$ cat config.mk
export PLATFORM = sky130hd
export DESIGN_NAME = bcd_display_mux_flat
export DESIGN_NICKNAME = d
export VERILOG_FILES = /design/src/rtl/bcd_display_mux_if.sv /design/src/rtl/bcd_display_mux.sv /design/src/flat_wrapper.sv
export SDC_FILE = /design/constraint.sdc
export NUM_CORES = 1
export LEC_CHECK = 0
export CORE_MARGIN = 8
export CORE_UTILIZATION = 45
export CTS_CLUSTER_SIZE = 16
export DETAILED_ROUTE_END_ITERATION = 12
export GPL_TIMING_DRIVEN = 0
export PLACE_DENSITY = 0.65
export SYNTH_ARGS = -nofsm -noshare
export SYNTH_HDL_FRONTEND = slang
export SYNTH_SLANG_ARGS = --single-unit
$ cat constraint.sdc
create_clock -name clk -period 1.82 [get_ports clk]
set_input_delay 0.455 -clock clk [delete_from_list [all_inputs] [get_ports clk]]
set_output_delay 0.455 -clock clk [all_outputs]
set_load 0.02 [all_outputs]
$ cat src/rtl/bcd_display_mux_if.sv
// bcd_display_mux_if: request/status and display bundle for bcd_display_mux.
// master drives start/bin/en; slave returns busy/done/seg/an.
interface bcd_display_mux_if #(
   parameter int W      = 4,
   parameter int DIGITS = 2
);
   logic              start;
   logic [W-1:0]      bin;
   logic              en;
   logic              busy;
   logic              done;
   logic [6:0]        seg;
   logic [DIGITS-1:0] an;

   modport master (
      output start, bin, en,
      input  busy, done, seg, an
   );

   modport slave (
      input  start, bin, en,
      output busy, done, seg, an
   );
endinterface

$ cat src/rtl/bcd_display_mux.sv
// bcd_display_mux: shift-and-add-3 binary-to-BCD plus scanned 7-seg driver.
// Build option GRAY_INPUT_EN: treat bin as Gray code and convert on load.
module bcd_display_mux #(
   parameter int W           = 4,
   parameter int DIGITS      = 2,
   parameter int REFRESH_DIV = 100000
) (
   input logic              clk,
   input logic              rst,
   bcd_display_mux_if.slave bus
);
   localparam int BW   = 4 * DIGITS;
   localparam int CNTW = $clog2(W + 1);
   localparam int IW   = (DIGITS > 1) ? $clog2(DIGITS) : 1;
   localparam int RW   = (REFRESH_DIV > 1) ? $clog2(REFRESH_DIV) : 1;

   localparam logic [1:0] S_IDLE  = 2'd0;
   localparam logic [1:0] S_SHIFT = 2'd1;
   localparam logic [1:0] S_LATCH = 2'd2;

   function automatic bit range_ok();
      longint unsigned p;
      p = 1;
      for (int i = 0; i < DIGITS; i++) p = p * 10;
      return p > ((64'd1 << W) - 64'd1);
   endfunction

   if (!range_ok()) begin : g_range_err
      $error("bcd_display_mux: DIGITS too small for W");
   end

   logic [1:0]        r_state;
   logic [W-1:0]      r_sh;
   logic [BW-1:0]     r_bcd;
   logic [CNTW-1:0]   r_cnt;
   logic [BW-1:0]     r_disp;
   logic [RW-1:0]     r_ref;
   logic [IW-1:0]     r_idx;
   logic [6:0]        r_seg;
   logic [DIGITS-1:0] r_an;

   logic [W-1:0]      w_bin;
   logic [BW-1:0]     w_adj;
   logic [BW-1:0]     w_bcd_nx;
   logic [W-1:0]      w_sh_nx;
   logic [3:0]        w_nib;
   logic [6:0]        w_dec;
   logic [DIGITS-1:0] w_onehot;

`ifdef GRAY_INPUT_EN
   // Gray to binary: each bit is the XOR of all Gray bits at or above it
   always_comb begin
      w_bin = '0;
      for (int i = 0; i < W; i++) w_bin[i] = ^(bus.bin >> i);
   end
`else
   assign w_bin = bus.bin;
`endif

   // add 3 to every BCD nibble that is 5 or more before the shift
   always_comb begin
      w_adj = r_bcd;
      for (int d = 0; d < DIGITS; d++) begin
         if (r_bcd[4*d +: 4] >= 4'd5)
            w_adj[4*d +: 4] = r_bcd[4*d +: 4] + 4'd3;
      end
   end

   assign {w_bcd_nx, w_sh_nx} = {w_adj, r_sh} << 1;

   // conversion FSM; the display only takes the finished result
   always_ff @(posedge clk or posedge rst) begin
      if (rst) begin
         r_state <= S_IDLE;
         r_sh    <= '0;
         r_bcd   <= '0;
         r_cnt   <= '0;
         r_disp  <= '0;
      end else begin
         unique case (r_state)
            S_IDLE: begin
               if (bus.start) begin
                  r_sh    <= w_bin;
                  r_bcd   <= '0;
                  r_cnt   <= CNTW'(W);
                  r_state <= S_SHIFT;
               end
            end
            S_SHIFT: begin
               r_bcd <= w_bcd_nx;
               r_sh  <= w_sh_nx;
               r_cnt <= r_cnt - CNTW'(1);
               if (r_cnt == CNTW'(1)) begin
                  r_disp  <= w_bcd_nx;
                  r_state <= S_LATCH;
               end
            end
            S_LATCH: r_state <= S_IDLE;
            default: r_state <= S_IDLE;
         endcase
      end
   end

   assign bus.busy = (r_state == S_SHIFT);
   assign bus.done = (r_state == S_LATCH);

   // free-running refresh counter steps the scanned digit
   always_ff @(posedge clk or posedge rst) begin
      if (rst) begin
         r_ref <= '0;
         r_idx <= '0;
      end else if (r_ref == RW'(REFRESH_DIV - 1)) begin
         r_ref <= '0;
         if (r_idx == IW'(DIGITS - 1))
            r_idx <= '0;
         else
            r_idx <= r_idx + IW'(1);
      end else begin
         r_ref <= r_ref + RW'(1);
      end
   end

   assign w_nib    = r_disp[r_idx*4 +: 4];
   assign w_onehot = DIGITS'(1) << r_idx;

   // active-low segment decode of the current digit
   always_comb begin
      w_dec = 7'b1111111;
      unique case (w_nib)
         4'd0:    w_dec = 7'b0000001;
         4'd1:    w_dec = 7'b1001111;
         4'd2:    w_dec = 7'b0010010;
         4'd3:    w_dec = 7'b0000110;
         4'd4:    w_dec = 7'b1001100;
         4'd5:    w_dec = 7'b0100100;
         4'd6:    w_dec = 7'b0100000;
         4'd7:    w_dec = 7'b0001111;
         4'd8:    w_dec = 7'b0000000;
         4'd9:    w_dec = 7'b0000100;
         default: w_dec = 7'b1111111;
      endcase
   end

   // register segments and anodes together so they never disagree
   always_ff @(posedge clk or posedge rst) begin
      if (rst) begin
         r_seg <= 7'b1111111;
         r_an  <= '1;
      end else begin
         r_seg <= w_dec;
         r_an  <= bus.en ? ~w_onehot : '1;
      end
   end

   assign bus.seg = r_seg;
   assign bus.an  = r_an;
endmodule

$ cat src/flat_wrapper.sv
// flat-port wrapper written by rule: the top's interface ports become plain ports
module bcd_display_mux_flat 
#(
   parameter int W           = 4,
   parameter int DIGITS      = 2,
   parameter int REFRESH_DIV = 100000
)
  (clk, rst, bus_start, bus_bin, bus_en, bus_busy, bus_done, bus_seg, bus_an);
  bcd_display_mux_if #(.W(W), .DIGITS(DIGITS)) bus_i ();
  input logic clk;
  input logic rst;
  input wire logic [$bits(bus_i.start)-1:0] bus_start;
  input wire logic [$bits(bus_i.bin)-1:0] bus_bin;
  input wire logic [$bits(bus_i.en)-1:0] bus_en;
  output wire logic [$bits(bus_i.busy)-1:0] bus_busy;
  output wire logic [$bits(bus_i.done)-1:0] bus_done;
  output wire logic [$bits(bus_i.seg)-1:0] bus_seg;
  output wire logic [$bits(bus_i.an)-1:0] bus_an;
  assign bus_i.start = bus_start;
  assign bus_i.bin = bus_bin;
  assign bus_i.en = bus_en;
  assign bus_busy = bus_i.busy;
  assign bus_done = bus_i.done;
  assign bus_seg = bus_i.seg;
  assign bus_an = bus_i.an;
  bcd_display_mux #(.W(W), .DIGITS(DIGITS), .REFRESH_DIV(REFRESH_DIV)) u_core (.clk(clk), .rst(rst), .bus(bus_i));
endmodule
# == After elaboration in Yosys (flattened, before gate mapping) ==
# Memories as Yosys holds them, arrays and structs flattened. A register that Yosys moved wholly into a read port is not among the register bits.
# Index checks and enable logic that the tools add are counted.
# totals
latchBits,0
input_bits,8
mem_count,1
ramBits,0
reg_bits,45
rom_bits,112
output_inout_bits,11
wordCells,44
# classes
addsub,5
shifts,2
n_mux,14
n_eq_ne,6
div,0
n_reduce_logical,5
multipliers,0
bitwise,1
n_lt_le_gt_ge,2
# mem_list
memory,depth,width,rd,rd_ports_with_merged_regs,wr,line_no,rtl
(name not given),16,7,1,1,0,bcd_display_mux.sv:129,unique case (w_nib)
# ops
op,count
adder 17 x 1 -> 17 bit (second input constant),1
== test 17 bit (second input constant),1
two-way mux 17 bit,1
one-hot mux 8 bit (2 select lines),1
greater-or-equal comparator 4 x 3 -> 1 bit (second input constant),2
two-way mux 4 bit,2
two-way mux 8 bit,1
one-hot mux 4 bit (2 select lines),1
variable part select 8 x 4 -> 4 bit,1
two-way mux 2 bit,3
two-way mux 3 bit,2
one-hot mux 3 bit (2 select lines),1
AND reduction 2 bit,3
adder 4 x 2 -> 4 bit (second input constant),1
one-hot mux 2 bit (2 select lines),1
adder 3 x 2 -> 3 bit (second input constant),1
== test 3 x 1 -> 1 bit (second input constant),1
subtractor 3 x 1 -> 3 bit (second input constant),1
== test 2 x 1 -> 1 bit (second input constant),1
== test 2 bit (second input constant),1
zero test 2 bit,1
!= test 2 x 1 -> 1 bit (second input constant),1
!= test 2 bit (second input constant),1
inverter 2 bit,1
4 further kinds,4

# == Depth between registers and ports, before layout ==
# Gate-level depths: netlist of the first run.
# depth
ltp_word,3
mapped_depth,7
ltp_nobuf,7

# == Least setup slack after synthesis of the first run ==
# No wires, ideal clock.
# synth_timing
path_type,register to register
startpoint,register u_core.r_idx
endpoint,"register u_core.r_seg[1], in the netlist u_core.bus.seg[1]"
setup_slack_ns,0.295
n_path_buf,1
path_stages_with_launch,7
period_less_slack_ns,1.525
arrival_ns,1.428
required_time_ns,1.723
cell_sequence,dfrtp_1 -> buf_2 -> mux2i_1 -> inv_1 -> ha_1 -> o21ai_0 -> a21oi_1
# synth_between
elab_chain_cells,1
# synth_lines
item,line_no,rtl
"start, declared",bcd_display_mux.sv:38,logic [IW-1:0] r_idx;
"start signal, assigned",bcd_display_mux.sv:117,r_idx <= r_idx + IW'(1);
variable part select 8 x 4 -> 4 bit,bcd_display_mux.sv:123,assign w_nib = r_disp[r_idx*4 +: 4];
"end, declared",bcd_display_mux.sv:39,logic [6:0] r_seg;
# No other way between the ends.
# A chain may end at the register's enable or synchronous reset.

# == Worst setup path after layout of the first run ==
# layout_timing
startpoint,register u_core.r_state[1]
endpoint,output bus_busy
# layout_between
elab_chain_cells,1
# layout_lines
item,line_no,rtl
"start, declared",bcd_display_mux.sv:32,logic [1:0] r_state;
"start signal, assigned",bcd_display_mux.sv:74,r_state <= S_IDLE;
"start signal, assigned",bcd_display_mux.sv:86,r_state <= S_SHIFT;
"start signal, assigned",bcd_display_mux.sv:95,r_state <= S_LATCH;
== test 2 x 1 -> 1 bit,bcd_display_mux.sv:104,assign bus.busy = (r_state == S_SHIFT);
"end, declared",flat_wrapper.sv:15,output wire logic [$bits(bus_i.busy)-1:0] bus_busy;
# No other way between the ends.

==> results.py, run 1 <==
metrics = {
    "synthesis": {
        "yosysSeqAreaShare_pct": 51.1,
        "yosysTopAreaCellShare_pct": 41.9,
        "netlist_top_cells_area": "dfrtp_1 42%, dfstp_2 9.2%, ha_1 6.3%",
        "ys_types": 35,
        "yosys_warnings": 0,
        "synth.ff_latch_count": 52,
        "syn_inst": 247,
        "avgSynthCellArea_um2": 10.4,
        "syn-num-nets": 268,
        "synthesis.area_mm2": 0.00257,
        "synth_area_leader_cell": "dfrtp_1",
    },
    "worst_setup_path": {
        "worstPathArrival_ps": 1270,
        "regToRegEndpoint": "u_core.bus.seg[2]",
        "path_max_fanout": 6,
        "reg2reg_slack_ps": 130,
        "startpoint_type": "flip-flop",
        "criticalPathCategory": "flip-flop to output pin",
        "endpoint_kind": "output pin",
        "crit_required_ps": 1360,
        "reg2regPathDepth": 7,
        "r2r_start": "u_core.r_idx",
    },
    "timing": {
        "fmax_mhz": 581,
        "setup_viol": 0,
        "period_share_pct": 94.6,
        "timing.final.crit_period_ps": 1720,
        "finalSetupTns_ps": 0,
        "slew_violations": 0,
        "hold_viol_final": 0,
        "fin_skew_ps": 5.87,
        "worst_slew_pin_slew_ps": 512,
        "max-slew-margin-rel_pct": 65.7,
        "rsz0062_at_grt": "false",
    },
    "power": {
        "report.power.total_mw": 3.86,
        "ir_drop_v": 0.000746,
        "powerDensity_mw_per_mm2": 1300,
        "power_leakage_nw": 1.35,
    },
    "clock_network": {
        "cts_tree": "done",
        "insertion_delay_ps": 300,
        "clockBufferDepth": 2,
        "numClockSinks": 52,
        "cts_hold_buffers": 0,
        "cts_buffers": 5,
        "cts.clk_slew.worst_paths_ps": 90,
        "htreeDepth": 2,
        "clockRootBuffer": "clkbuf_8",
    },
    "floorplanning": {
        "io_pins": 19,
        "floorplan.initialDensity_pct": 46.7,
        "dieArea_mm2": 0.00839,
        "die_h_um": 91.6,
        "fp.dieW_um": 91.6,
        "rows": 27,
        "core-area_mm2": 0.00551,
    },
    "detailed_routing": {
        "drt_pre_antenna_iters": 4,
        "drc": 0,
        "finalWirelength_um": 4490,
        "routed-via-count": 1755,
        "wl_per_cell_um": 12.9,
        "drt-initial-drc-count": 63,
        "ant_nets": 0,
        "via_per_inst": 5.06,
    },
    "layout": {
        "area_growth_pct": 15.2,
        "layout.nets": 295,
        "final_cell_mix": "43 x dfrtp_1, 35 x nand2_1, 22 x o21ai_0",
        "fin_cells": 347,
        "final_core_util_pct": 53.8,
        "mostFrequentLayoutCell": "dfrtp_1",
        "diodes": 0,
        "drive_above_1_share_pct": 15.6,
    },
    "worst_hold_path": {
        "hold_class": "input port to async pin",
    },
    "run": {
        "maxCapViolCount": 0,
    },
    "place": {
        "dp.cells": 338,
        "port_buffers": 18,
        "gp_congestion": 0.755,
        "dpl.hpwl_um": 3260,
    },
    "global_route": {
        "grt_overflow": 0,
        "grt_pass1_wl_um": 8110,
        "grt_util_all_layers_pct": 11.6,
        "grt_pass1_vias": 1756,
        "grt_max_degree": 43,
        "antenna_found_initial": 0,
    },
    "outcome": {
        "status": "completed",
    },
}
-- timing repair --
item | in CTS | in global routing
setup endpoints to repair | 11 | 7
pin swaps | 0 | 0
buffers inserted | 1 | 0
gates cloned | 0 | 0
resized for setup | 18 | 7
-- critical path, cell delays in order, from the launching register on --
cell             delay (ps)
dfrtp_1                 390
nand2b_2                240
inv_2                    90
clkdlybuf4s15_2         260
-- cells in the mapped netlist --
| cell | instances |
|---|---|
| nand2_1 | 35 |
| and4_2 | 1 |
| clkbuf_1 | 2 |
| nand4_4 | 1 |
| dfstp_2 | 9 |
| nor2_1 | 12 |
| nand2b_1 | 4 |
| a21oi_1 | 17 |
| xnor2_1 | 13 |
| nor2_2 | 1 |
| buf_2 | 3 |
| nor3b_1 | 3 |
| nor2b_1 | 7 |
| nor3_1 | 5 |
| mux2i_2 | 1 |
| o21bai_1 | 1 |
| a22o_1 | 3 |
| and4b_1 | 1 |
| mux2_2 | 5 |
| nand4_1 | 4 |
| a22oi_1 | 2 |
| nand3b_1 | 1 |
| nor4b_1 | 2 |
| inv_1 | 13 |
| xor2_1 | 4 |
| mux2i_1 | 6 |
| and3b_1 | 1 |
| nor4_4 | 2 |
| o21ai_0 | 22 |
| and2_1 | 2 |
| nand3_2 | 1 |
| nand3_1 | 6 |
| dfrtp_1 | 43 |
| and3_1 | 1 |
| ha_1 | 13 |
-- through the flow --
| step | instance area (um^2) | hold slack (ps) | setup slack (ps) |
|---|---|---|---|
| 2_1_floorplan | 2570 | 445 | 122 |
| 5_1_grt | 2960 | 420 | 18.6 |
| 3_5_place_dp | 2860 | 468 | -189 |
| 3_3_place_gp | 2840 | 461 | -869 |
| 4_1_cts | 2950 | 400 | 4.16 |
| 6_report | 2960 | 398 | 99.1 |
-- metal layers --
metal	track usage, %	vias to the layer above	part of all wire, %
met4	3.27	0	1.0
met3	3.70	5	4.6
met2	18.0	31	45
met5	0	-	0
li1	-	895	-
met1	14.9	824	50
-- worst max-delay path by stage --
stage,depth (start not counted),to,start
final,3,bus_busy,u_core.r_state[1]
after global routing,3,bus_busy,u_core.r_state[1]
after detailed placement,3,bus_done,u_core.r_state[1]
after CTS,3,bus_done,u_core.r_state[1]
after global placement,2,u_core.r_cnt[1],rst
after floorplan,1,u_core.r_bcd[0],rst
-- cells by family (layout without fill, tap and decap cells) --
logic type / count (synthesis) / in the layout / synth area share [%]
and+or+nand+nor: 90 / 90 / 19.5
DFF: 52 / 52 / 51.1
AOI/OAI and AO/OA: 45 / 45 / 9.49
buffers and inverters: 18 / 46 / 2.78
xor gates and xnor gates: 17 / 17 / 5.79
adders and majority gates: 13 / 13 / 6.33
muxes: 12 / 12 / 5.06
-- state kept, by name (all words and copies together), names as in the netlist --
register	count
u_core.r_cnt	3
u_core.r_ref	17
u_core.r_sh	4
u_core.r_idx	1
u_core.bus.seg	7
u_core.r_bcd	8
u_core.r_state	2
u_core.r_disp	8
u_core.bus.an	2
-- area by class of cell --
cell class	count	area [um^2]
Buffer	5	27.5
Inverter	13	48.8
Tap cell	72	90.1
Multi-Input combinational cell	177	1200
Timing Repair Buffer	20	193
Clock inverter	2	10.0
Clock buffer	6	82.6
Sequential cell	52	1310
Fill cell	503	2550
-- power breakdown --
part | total [mW] | internal, mW | switching (mW)
registers | 1.72 | 1.51 | 0.200
logic | 1.48 | 0.638 | 0.840
clock network | 0.667 | 0.304 | 0.363
total | 3.86 | 2.46 | 1.40
(Power assumes the default switching activity.)
==> inputs of run 2 (changes only) <==
--- a/config.mk
+++ b/config.mk
@@ -9,8 +9,7 @@
 export CORE_UTILIZATION = 45
 export CTS_CLUSTER_SIZE = 16
 export DETAILED_ROUTE_END_ITERATION = 12
-export GPL_TIMING_DRIVEN = 0
-export PLACE_DENSITY = 0.65
+export PLACE_DENSITY = 0.72
 export SYNTH_ARGS = -nofsm -noshare
 export SYNTH_HDL_FRONTEND = slang
 export SYNTH_SLANG_ARGS = --single-unit
==> results.py, run 2 (synthesis gave the netlist of run 1 again) <==
metrics = {
    "outcome": {
        "status": "completed",
    },
    "power": {
        "report.power.total_mw": 3.83,
        "switching_share_pct": 35.9,
        "combPwrFrac_pct": 38.7,
        "ir_drop_v": 0.000774,
        "internal-power_mw": 2.45,
        "powerDensity_mw_per_mm2": 1280,
        "clock_power_share_pct": 16.3,
        "power_frac_seq_pct": 44.9,
        "power_leakage_nw": 1.37,
        "p_sw_mw": 1.37,
    },
    "floorplanning": {
        "die_h_um": 91.6,
        "floorplan.initialDensity_pct": 46.7,
        "rows": 27,
        "fp.dieW_um": 91.6,
        "core-area_mm2": 0.00551,
        "dieArea_mm2": 0.00839,
        "io_pins": 19,
    },
    "timing": {
        "finalSetupTns_ps": 0,
        "hold_viol_final": 0,
        "worst_slew_pin_slew_ps": 447,
        "setup_viol": 0,
        "max-slew-margin-rel_pct": 69.6,
        "slew_violations": 0,
        "rsz0062_at_grt": "false",
        "period_share_pct": 91.7,
        "fin_skew_ps": 10.9,
        "fmax_mhz": 599,
        "hold_slack_ps": 448,
        "timing.final.crit_period_ps": 1670,
    },
    "detailed_routing": {
        "via_per_inst": 4.95,
        "drt-initial-drc-count": 49,
        "finalWirelength_um": 4540,
        "routed-via-count": 1757,
        "drt_pre_antenna_iters": 4,
        "drc": 0,
        "wl_per_cell_um": 12.8,
        "ant_nets": 0,
    },
    "clock_network": {
        "clockBufferDepth": 2,
        "numClockSinks": 52,
        "cts_tree": "done",
        "cts_hold_buffers": 0,
        "insertion_delay_ps": 300,
        "postCtsSetupBuffers": 0,
        "cts.clk_slew.worst_paths_ps": 90,
        "htreeDepth": 2,
        "cts_buffers": 5,
        "clockRootBuffer": "clkbuf_8",
    },
    "layout": {
        "reg.largest.list": "u_core.r_ref x17, u_core.r_bcd x8, u_core.r_disp x8",
        "layout.nets": 303,
        "num-fill-cells": 492,
        "final_cell_mix": "43 x dfrtp_1, 35 x nand2_1, 22 x o21ai_0",
        "mostFrequentLayoutCell": "dfrtp_1",
        "diodes": 0,
        "area_growth_pct": 16.5,
        "largest_reg_flops": 17,
        "drive_above_1_share_pct": 15.2,
        "top_register": "u_core.r_ref",
    },
    "place": {
        "gp_congestion": 0.765,
        "port_buffers": 18,
        "dpl.hpwl_um": 3460,
    },
    "global_route": {
        "grt_pass1_wl_um": 8220,
        "grt_overflow": 0,
        "grt_pass1_vias": 1826,
        "grt_util_all_layers_pct": 11.8,
        "grt_max_degree": 20,
        "antenna_found_initial": 0,
    },
    "worst_setup_path": {
        "endpoint_kind": "output pin",
        "worstPathArrival_ps": 1210,
        "startpoint_type": "flip-flop",
        "reg2reg_slack_ps": 170,
        "criticalPathCategory": "flip-flop to output pin",
        "crit_required_ps": 1360,
        "reg2regPathDepth": 6,
        "regToRegEndpoint": "u_core.r_bcd[6]",
        "r2r_start": "u_core.r_bcd[4]",
        "path_max_fanout": 6,
    },
    "run": {
        "maxCapViolCount": 0,
    },
    "worst_hold_path": {
        "hold_class": "input port to async pin",
    },
}
==> run 2: cell count changes in the layout (fill, tap and decap cells not counted), moves of 2 or more <==
cell,before,now
buf_4,1,15
buf_2,5,0
clkbuf_1,0,3
clkinv_2,2,0
mux2i_1,4,6
mux2i_2,3,1
==> run 2: worst max path at each step <==
stage | endpoint | depth (start not counted) | from | slack [ps]
after CTS | bus_busy | 3 | u_core.r_state[1] | 40
after global routing | u_core.r_disp[2] | 5 | u_core.r_bcd[0] | 20
after floorplan | u_core.r_bcd[0] | 1 | rst | 120
after global placement | bus_busy | 3 | u_core.r_state[1] | 130
final | bus_done | 2 | u_core.r_state[0] | 150
after detailed placement | bus_busy | 3 | u_core.r_state[1] | 120
==> run 2: metal layers <==
| layer | up-vias | wire length (um) | GRT usage, % |
|---|---|---|---|
| li1 | 906 | - | - |
| met1 | 821 | 2150 | 13.6 |
| met2 | 25 | 2160 | 20.0 |
| met3 | 5 | 200 | 3.79 |
| met4 | 0 | 36 | 4.37 |
| met5 | - | 0 | 0 |
==> run 2: what timing repair did <==
| item | 4_1_cts | 5_1_grt |
|---|---|---|
| endpoints found under the hold margin | 0 | 0 |
| setup endpoints to repair | 11 | 1 |
| resized for setup | 11 | 2 |
==> run 2: power by group through the flow <==
stage	Combinational [mW]	Sequential (mW)	Clock [mW]
6_report	1.48	1.72	0.625
3_5_place_dp	1.57	1.74	0
5_1_grt	1.71	1.76	0.697
4_1_cts	1.51	1.72	0.653
2_1_floorplan	0.982	1.79	0
3_3_place_gp	1.54	1.73	0
==> run 2: layout make-up <==
type | instances | area (um^2) | area share (%)
flip-flops and latches | 52 | 1310 | 43.9
repair buffers | 33 | 275 | 9.20
inverters | 13 | 48.8 | 1.63
clock buffers | 8 | 80.1 | 2.68
well taps | 72 | 90.1 | 3.01
multi-input cells | 177 | 1190 | 39.6
==> run 2: metrics by stage <==
| step | area [um^2] | utilization [%] | cells | setup WS, ps |
|---|---|---|---|---|
| 2_1_floorplan | 2570 | - | 247 | 122 |
| 3_3_place_gp | 2930 | 53.2 | 347 | 127 |
| 3_5_place_dp | 2930 | 53.2 | 347 | 118 |
| 4_1_cts | 3000 | 54.4 | 355 | 39.8 |
| 5_1_grt | 2990 | 54.4 | 355 | 23.4 |
| 6_report | 2990 | 54.4 | 355 | 152 |
==> run 2: worst max-delay path, stage by stage (launching register included) <==
cell           delay [ps]
dfrtp_1               440
nor2b_1               130
dlygate4sd2_1         340
==> inputs of run 3 (changes only) <==
--- a/config.mk
+++ b/config.mk
@@ -10,6 +10,7 @@
 export CTS_CLUSTER_SIZE = 16
 export DETAILED_ROUTE_END_ITERATION = 12
 export PLACE_DENSITY = 0.72
+export SLEW_MARGIN = 20
 export SYNTH_ARGS = -nofsm -noshare
 export SYNTH_HDL_FRONTEND = slang
 export SYNTH_SLANG_ARGS = --single-unit
==> results of run 3 <==
Same layout as run 2: the final DEF is identical, and so are final timing and power.
